$ cat src/rtl/addsub_pipe.sv
// rtl/addsub_pipe.sv - pipelined unsigned adder/subtractor, CHUNK bits of ripple per stage
// Each stage registers its resolved low result bits plus only the operand bits still pending.
module addsub_pipe #(
  parameter int WIDTH = 8,
  parameter int CHUNK = 4
) (
  input  logic             clk,
  input  logic             rst_n,
  input  logic             IN_VALID,
  output logic             IN_READY,
  input  logic [WIDTH-1:0] A,
  input  logic [WIDTH-1:0] B,
  input  logic             MODE,
  input  logic             SAT,
  output logic             OUT_VALID,
  input  logic             OUT_READY,
  output logic [WIDTH-1:0] D,
  output logic             COUT
);
  localparam int STAGES = (WIDTH + CHUNK - 1) / CHUNK;

  logic en;

  assign en       = !OUT_VALID || OUT_READY;
  assign IN_READY = en;

  for (genvar k = 0; k < STAGES; k++) begin : g_stage
    localparam int LO   = k * CHUNK;
    localparam int IW   = WIDTH - LO;
    localparam int NB   = (IW < CHUNK) ? IW : CHUNK;
    localparam int HI   = LO + NB;
    localparam bit LAST = (k == STAGES - 1);

    logic [IW-1:0] a_in;
    logic [IW-1:0] b_in;
    logic          mode_in;
    logic          sat_in;
    logic          c_in;
    logic          v_in;
    logic [NB:0]   cy;
    logic [NB-1:0] res;
    logic [HI-1:0] raw;
    logic [HI-1:0] d_d;
    logic [HI-1:0] d_q;
    logic          c_d;
    logic          c_q;
    logic          v_d;
    logic          v_q;

    if (k == 0) begin : g_src
      assign a_in    = A;
      assign b_in    = B;
      assign mode_in = MODE;
      assign sat_in  = SAT;
      assign c_in    = 1'b0;
      assign v_in    = IN_VALID;
      assign raw     = res;
    end else begin : g_src
      assign a_in    = g_stage[k-1].g_ops.a_q;
      assign b_in    = g_stage[k-1].g_ops.b_q;
      assign mode_in = g_stage[k-1].g_ops.mode_q;
      assign sat_in  = g_stage[k-1].g_ops.sat_q;
      assign c_in    = g_stage[k-1].c_q;
      assign v_in    = g_stage[k-1].v_q;
      assign raw     = {res, g_stage[k-1].d_q};
    end

    // Bit-serial ripple; cy carries the carry (add) or the borrow (sub).
    assign cy[0] = c_in;
    for (genvar j = 0; j < NB; j++) begin : g_bit
      logic ai;
      logic bi;
      logic p;
      assign ai        = a_in[j];
      assign bi        = b_in[j];
      assign p         = ai ^ bi;
      assign res[j]    = p ^ cy[j];
      assign cy[j+1]   = mode_in ? ((~ai & bi) | (~p & cy[j]))
                                 : ((ai & bi) | (p & cy[j]));
    end

    always_comb begin
      v_d = v_q;
      d_d = d_q;
      c_d = c_q;
      if (en) begin
        v_d = v_in;
        d_d = raw;
        c_d = cy[NB];
        if (LAST && sat_in && cy[NB]) begin
          d_d = mode_in ? '0 : '1;
        end
      end
    end

    always_ff @(posedge clk or negedge rst_n) begin
      if (!rst_n) begin
        v_q <= 1'b0;
        d_q <= '0;
        c_q <= 1'b0;
      end else begin
        v_q <= v_d;
        d_q <= d_d;
        c_q <= c_d;
      end
    end

    if (!LAST) begin : g_ops
      logic [IW-NB-1:0] a_d;
      logic [IW-NB-1:0] a_q;
      logic [IW-NB-1:0] b_d;
      logic [IW-NB-1:0] b_q;
      logic             mode_d;
      logic             mode_q;
      logic             sat_d;
      logic             sat_q;

      always_comb begin
        a_d    = a_q;
        b_d    = b_q;
        mode_d = mode_q;
        sat_d  = sat_q;
        if (en) begin
          a_d    = a_in[IW-1:NB];
          b_d    = b_in[IW-1:NB];
          mode_d = mode_in;
          sat_d  = sat_in;
        end
      end

      always_ff @(posedge clk or negedge rst_n) begin
        if (!rst_n) begin
          a_q    <= '0;
          b_q    <= '0;
          mode_q <= 1'b0;
          sat_q  <= 1'b0;
        end else begin
          a_q    <= a_d;
          b_q    <= b_d;
          mode_q <= mode_d;
          sat_q  <= sat_d;
        end
      end
    end
  end

  assign OUT_VALID = g_stage[STAGES-1].v_q;
  assign D         = g_stage[STAGES-1].d_q;
  assign COUT      = g_stage[STAGES-1].c_q;

endmodule

$ cat config.mk
export PLATFORM = sky130hd
export DESIGN_NAME = addsub_pipe
export DESIGN_NICKNAME = d
export VERILOG_FILES = /design/src/rtl/addsub_pipe.sv
export SDC_FILE = /design/constraint.sdc
export NUM_CORES = 1
export LEC_CHECK = 0
export ABC_CLOCK_PERIOD_IN_PS = 7500
export CAP_MARGIN = 20
export CORE_MARGIN = 2
export CORE_UTILIZATION = 54
export DETAILED_ROUTE_END_ITERATION = 10
export PLACE_DENSITY = 0.92
export SYNTH_ARGS = -nofsm -noshare
export SYNTH_HDL_FRONTEND = slang
export SYNTH_SLANG_ARGS = --single-unit
$ cat constraint.sdc
create_clock -name clk -period 7.5 [get_ports clk]
set_input_delay 1.5 -clock clk [delete_from_list [all_inputs] [get_ports clk]]
set_output_delay 1.5 -clock clk [all_outputs]
set_load 0.03 [all_outputs]
Yosys cells after proc, flatten, opt, wreduce, memory -nomap -nowiden:

Index checks and enable logic that the tools add are counted.

* reductions and logical operators: 3
* bitwise logic cells: 74
* multiplexer cells: 10

Operators by type and width (number)
* 1-bit AND: 30
* 8-bit 2-to-1 mux: 2
* 1-bit NOT: 15
* 1-bit bitwise XOR: 15
* 1-bit OR: 14
* 1-bit 2-to-1 mux: 8
* 1-bit logical AND: 1
* 1-bit logical NOT: 1
* 1-bit logical OR: 1

* output and inout port bits: 11
* input bits: 22
* logic and storage cells: 97
* register bits after elaboration: 26

Logic depth before layout (Yosys ltp):

* depth after elaboration: 16
* mapped depth: 12
* depth with buffers taken out: 11

Worst setup path after synthesis:

OpenSTA, ideal clock, no wires.

* path type: input to register
* start point: input MODE
* end point: register g_stage[0].d_q[3]
* stages: 9
* setup time: 125 ps
* setup slack: 3465 ps
* path buffers: 1
* required time: 7375 ps
* data arrival time: 3910 ps
* cells stage by stage: clkbuf_1 > xor2_1 > and2_1 > fa_1 > mux2_2 > fa_1 > mux2i_1 > fa_1 > mux2_4

* cells in the longest elaborated chain, start to end: 8
* elaborated cells on any way between the ends: 12
* classes of those cells: 3 x mux; 9 x bitwise

Ends and longest elaborated chain
* from (decl): RTL line 13 `input logic MODE,`
* 1-bit 2-to-1 mux: RTL line 78 `assign cy[j+1] = mode_in ? ((~ai & bi) | (~p & cy[j]))`
* 1-bit AND (on tied branches): RTL line 79, 78
* 1-bit OR (on tied branches): RTL line 79, 78
* 1-bit 2-to-1 mux: RTL line 78
* 1-bit AND (on tied branches): RTL line 79, 78
* 1-bit OR (on tied branches): RTL line 79, 78
* 1-bit 2-to-1 mux *: RTL line 78
* 1-bit bitwise XOR *: RTL line 77 `assign res[j] = p ^ cy[j];`
* net g_stage[0].raw[3]: RTL line 42 `logic [HI-1:0] raw;`
* to (signal assigned): RTL line 99 `d_q <= '0;`
* to (signal assigned): RTL line 103 `d_q <= d_d;`
* to (decl): RTL line 44 `logic [HI-1:0] d_q;`

Mark *: on every way through the listed nets, which the timed path passes. The rest lies on a longest branch.
A chain may end at the register's enable or synchronous reset.

Worst setup path in the final report:

* start point: input OUT_READY
* end point: output IN_READY

* cells in the longest elaborated chain, start to end: 1

Ends and longest elaborated chain
* from (decl): RTL line 16 `input logic OUT_READY,`
* 1-bit logical OR: RTL line 24 `assign en = !OUT_VALID || OUT_READY;`
* to (decl): RTL line 10 `output logic IN_READY,`

Every way passes these cells.

==> results.py <==
metrics = {
    "run_status": {
        "status": "finished, final reports clean",
    },
    "final_layout": {
        "nets": 191,
        "post-route-cell-area_sq_um": 1860,
        "drive_gt1_frac": 0.123,
        "area_delta_synth_final_pct": 25.0,
        "diodes": 0,
    },
    "power_and_ir_drop": {
        "p_sw_frac": 0.362,
        "switchingPower_w": 0.000185,
        "clock_power_share": 0.197,
        "p_int_w": 0.000325,
        "ir_worst_vdd_mv": 0.201,
        "powerDensity_nw_per_um2": 274,
        "p_seq_frac": 0.394,
        "leakage_nw": 0.832,
        "pwr-share-comb": 0.409,
    },
    "cts": {
        "ctsHoldBuffers": 0,
        "cts.sinks": 26,
        "cts_buffers": 3,
        "cts_max_level": 1,
        "clk_latency_ns": 0.34,
        "cts_tree": "yes",
        "cts_root_buf": "clkbuf_4",
        "post_cts_buffers": 0,
        "ctsResizeCount": 0,
        "clkTransAtPathRegs_ns": 0.14,
        "clockBufferDepth": 2,
    },
    "detailed_routing": {
        "drc": 0,
        "vias": 998,
        "antenna_left": 0,
        "routed_wl_microns": 2900,
        "viasPerCell": 5.39,
        "first_iter_violations": 16,
        "wl_per_cell_microns": 15.7,
        "dr.pass1.iters": 4,
    },
    "synth": {
        "yosys_warnings": 0,
        "netlist_area_sq_um": 1490,
        "synth_area_leaders": "dfrtp_1 (44%), fa_1 (19%), mux2_4 (5.0%)",
        "synthFlopType": "dfrtp_1",
        "ys_top_cells_by_count": "dfrtp_1 (26), o21ai_0 (15), fa_1 (14)",
        "synth_edf_count": 0,
        "synth_nets": 160,
        "synthArstFlopShare": 1.00,
        "postSynthCellCount": 124,
        "synth_top_area_frac": 0.437,
        "yosys.area.top_type": "dfrtp_1",
        "yosysUniqueCellTypes": 21,
        "synth-xor-area-share": 0.0118,
        "synth_mux_area_frac": 0.122,
        "synthAdderAreaFrac": 0.188,
        "synthSimpleGateAreaFrac": 0.0597,
        "synth.most_common_cell": "dfrtp_1",
        "syn_area_per_cell_sq_um": 12.0,
        "ys_seq_elements": 26,
        "ys_seq_area_frac": 0.437,
        "synth_top_family_by_area": "adder cells",
        "synth_compound_area_frac": 0.108,
    },
    "timing": {
        "setup_viol": 0,
        "fmax_ghz": 0.214,
        "slew-limit-headroom": 0.572,
        "fin_skew_ns": 0.0173,
        "fin_crit_sh": 0.624,
        "hold_ws_ns": 0.496,
        "layout_min_cycle_time_ns": 4.68,
        "finalHoldViolCount": 0,
        "worst_slew_pin_slew_ns": 0.640,
        "rsz0062_at_grt": "no",
        "setup_tns_ns": 0,
        "maxSlewViolCount": 0,
        "fin_ws_ns": 2.82,
    },
    "min_path": {
        "hold_depth": 1,
        "min-delay-path-class": "flop to flop",
    },
    "place": {
        "port_buffers": 32,
        "hpwl_microns": 2090,
        "place.gp.congestion": 0.807,
        "dpl_worst_slack_ns": 2.83,
        "placed_cell_area_sq_um": 1790,
    },
    "global_route": {
        "grt_usage": 0.204,
        "grt_max_degree": 45,
        "grt_pass1_vias": 1085,
        "grt_pass1_wl_microns": 4970,
        "grt_overflow": 0,
        "grt_antenna_before_repair": 0,
    },
    "setup_path": {
        "criticalPathCategory": "input port to primary output",
        "rr_worst_depth": 11,
        "crit_path_start_kind": "input port",
        "worstSetupEndpointType": "primary output",
        "arrival_ns": 3.18,
        "required_ns": 6.00,
        "cp_max_fo": 44,
    },
    "die": {
        "fp-row-count": 19,
        "die_y_microns": 56.5,
        "fp.coreArea_sq_um": 2690,
        "io_pins": 33,
        "die-area_sq_um": 3190,
        "initial_core_util": 0.554,
        "die_x_microns": 56.5,
    },
    "job": {
        "maxCapViolCount": 0,
    },
}
[power groups by stage]
stage | logic, W | clock network (W) | registers, W
after floorplan | 0.0000944 | 0 | 0.000239
after global placement | 0.000199 | 0 | 0.000201
after detailed placement | 0.000207 | 0 | 0.000204
after CTS | 0.000209 | 0.000101 | 0.000201
after global routing | 0.000228 | 0.000105 | 0.000206
final | 0.000208 | 0.000100 | 0.000201
[stage by stage]
stage | total power [W] | std cells | utilization
after global placement | 0.000400 | 180 | 0.667
final | 0.000509 | 185 | 0.692
after CTS | 0.000512 | 184 | 0.687
after detailed placement | 0.000412 | 180 | 0.667
after global routing | 0.000539 | 185 | 0.692
after floorplan | 0.000334 | 124 | -
[critical path, stage by stage]
cell and delay, ns:
clkdlybuf4s50_1 0.45, nand2b_1 0.09, buf_4 0.38, clkdlybuf4s50_1 0.75
[cell usage in the layout, fill, tap and decap left out, types with 2 or more instances in the layout]
cell	count
clkdlybuf4s50_1	32
dfrtp_1	26
o21ai_0	15
fa_1	14
inv_1	12
nor2_1	9
nand2_1	8
o22ai_1	6
mux2i_1	5
mux2_2	5
mux2_4	5
clkbuf_4	3
and2_1	2
nand2b_1	2
a21oi_1	2
[final cells by class]
| type | count | area, sq um |
|---|---|---|
| clock inverters | 1 | 30.0 |
| multi-input cells | 78 | 729 |
| repair buffers | 34 | 343 |
| flip-flops and latches | 26 | 651 |
| well taps | 31 | 38.8 |
| inverters | 12 | 45.0 |
| fillers | 198 | 827 |
| clock buffers | 3 | 22.5 |
[routing by layer]
layer,GRT usage,wire [microns],up-vias
met5,0,0,-
met4,0.0782,82,0
met3,0.0253,122,8
met2,0.364,1560,32
met1,0.250,1140,503
li1,-,-,455
[cells by family after synthesis]
group / count (synthesis)
buffers and inverters: 20
XOR/XNOR: 2
multiplexers: 15
adder cells (fa/ha/maj): 14
AO/OA/AOI/OAI: 26
AND/OR/NAND/NOR: 21
flip-flops: 26
[flip-flops by register name, indices dropped and copies added (netlist names)]
signal / flops
g_stage.d_q: 4
COUT: 1
g_stage.g_ops.b_q: 4
g_stage.v_q: 1
g_stage.g_ops.sat_q: 1
OUT_VALID: 1
g_stage.c_q: 1
g_stage.g_ops.mode_q: 1
g_stage.g_ops.a_q: 4
D: 8
[path summary, 6_finish.rpt]
path | from | to | slack (ns)
setup / recovery | OUT_READY | IN_READY | 2.82
hold / removal | g_stage[0].v_q$_DFFE_PN0P_ | OUT_VALID$_DFFE_PN0P_ | 0.50
setup reg to reg | g_stage[0].g_ops.a_q[0]$_DFFE_PN0P_ | D[6]$_DFFE_PN0P_ | 4.37
hold reg to reg | g_stage[0].v_q$_DFFE_PN0P_ | OUT_VALID$_DFFE_PN0P_ | 0.50
max in group asynchronous | rst_n | g_stage[0].g_ops.mode_q$_DFFE_PN0P_ | 5.44
min in group asynchronous | rst_n | g_stage[0].g_ops.b_q[0]$_DFFE_PN0P_ | 1.52
Note: power is estimated with default switching activity, not from simulation.
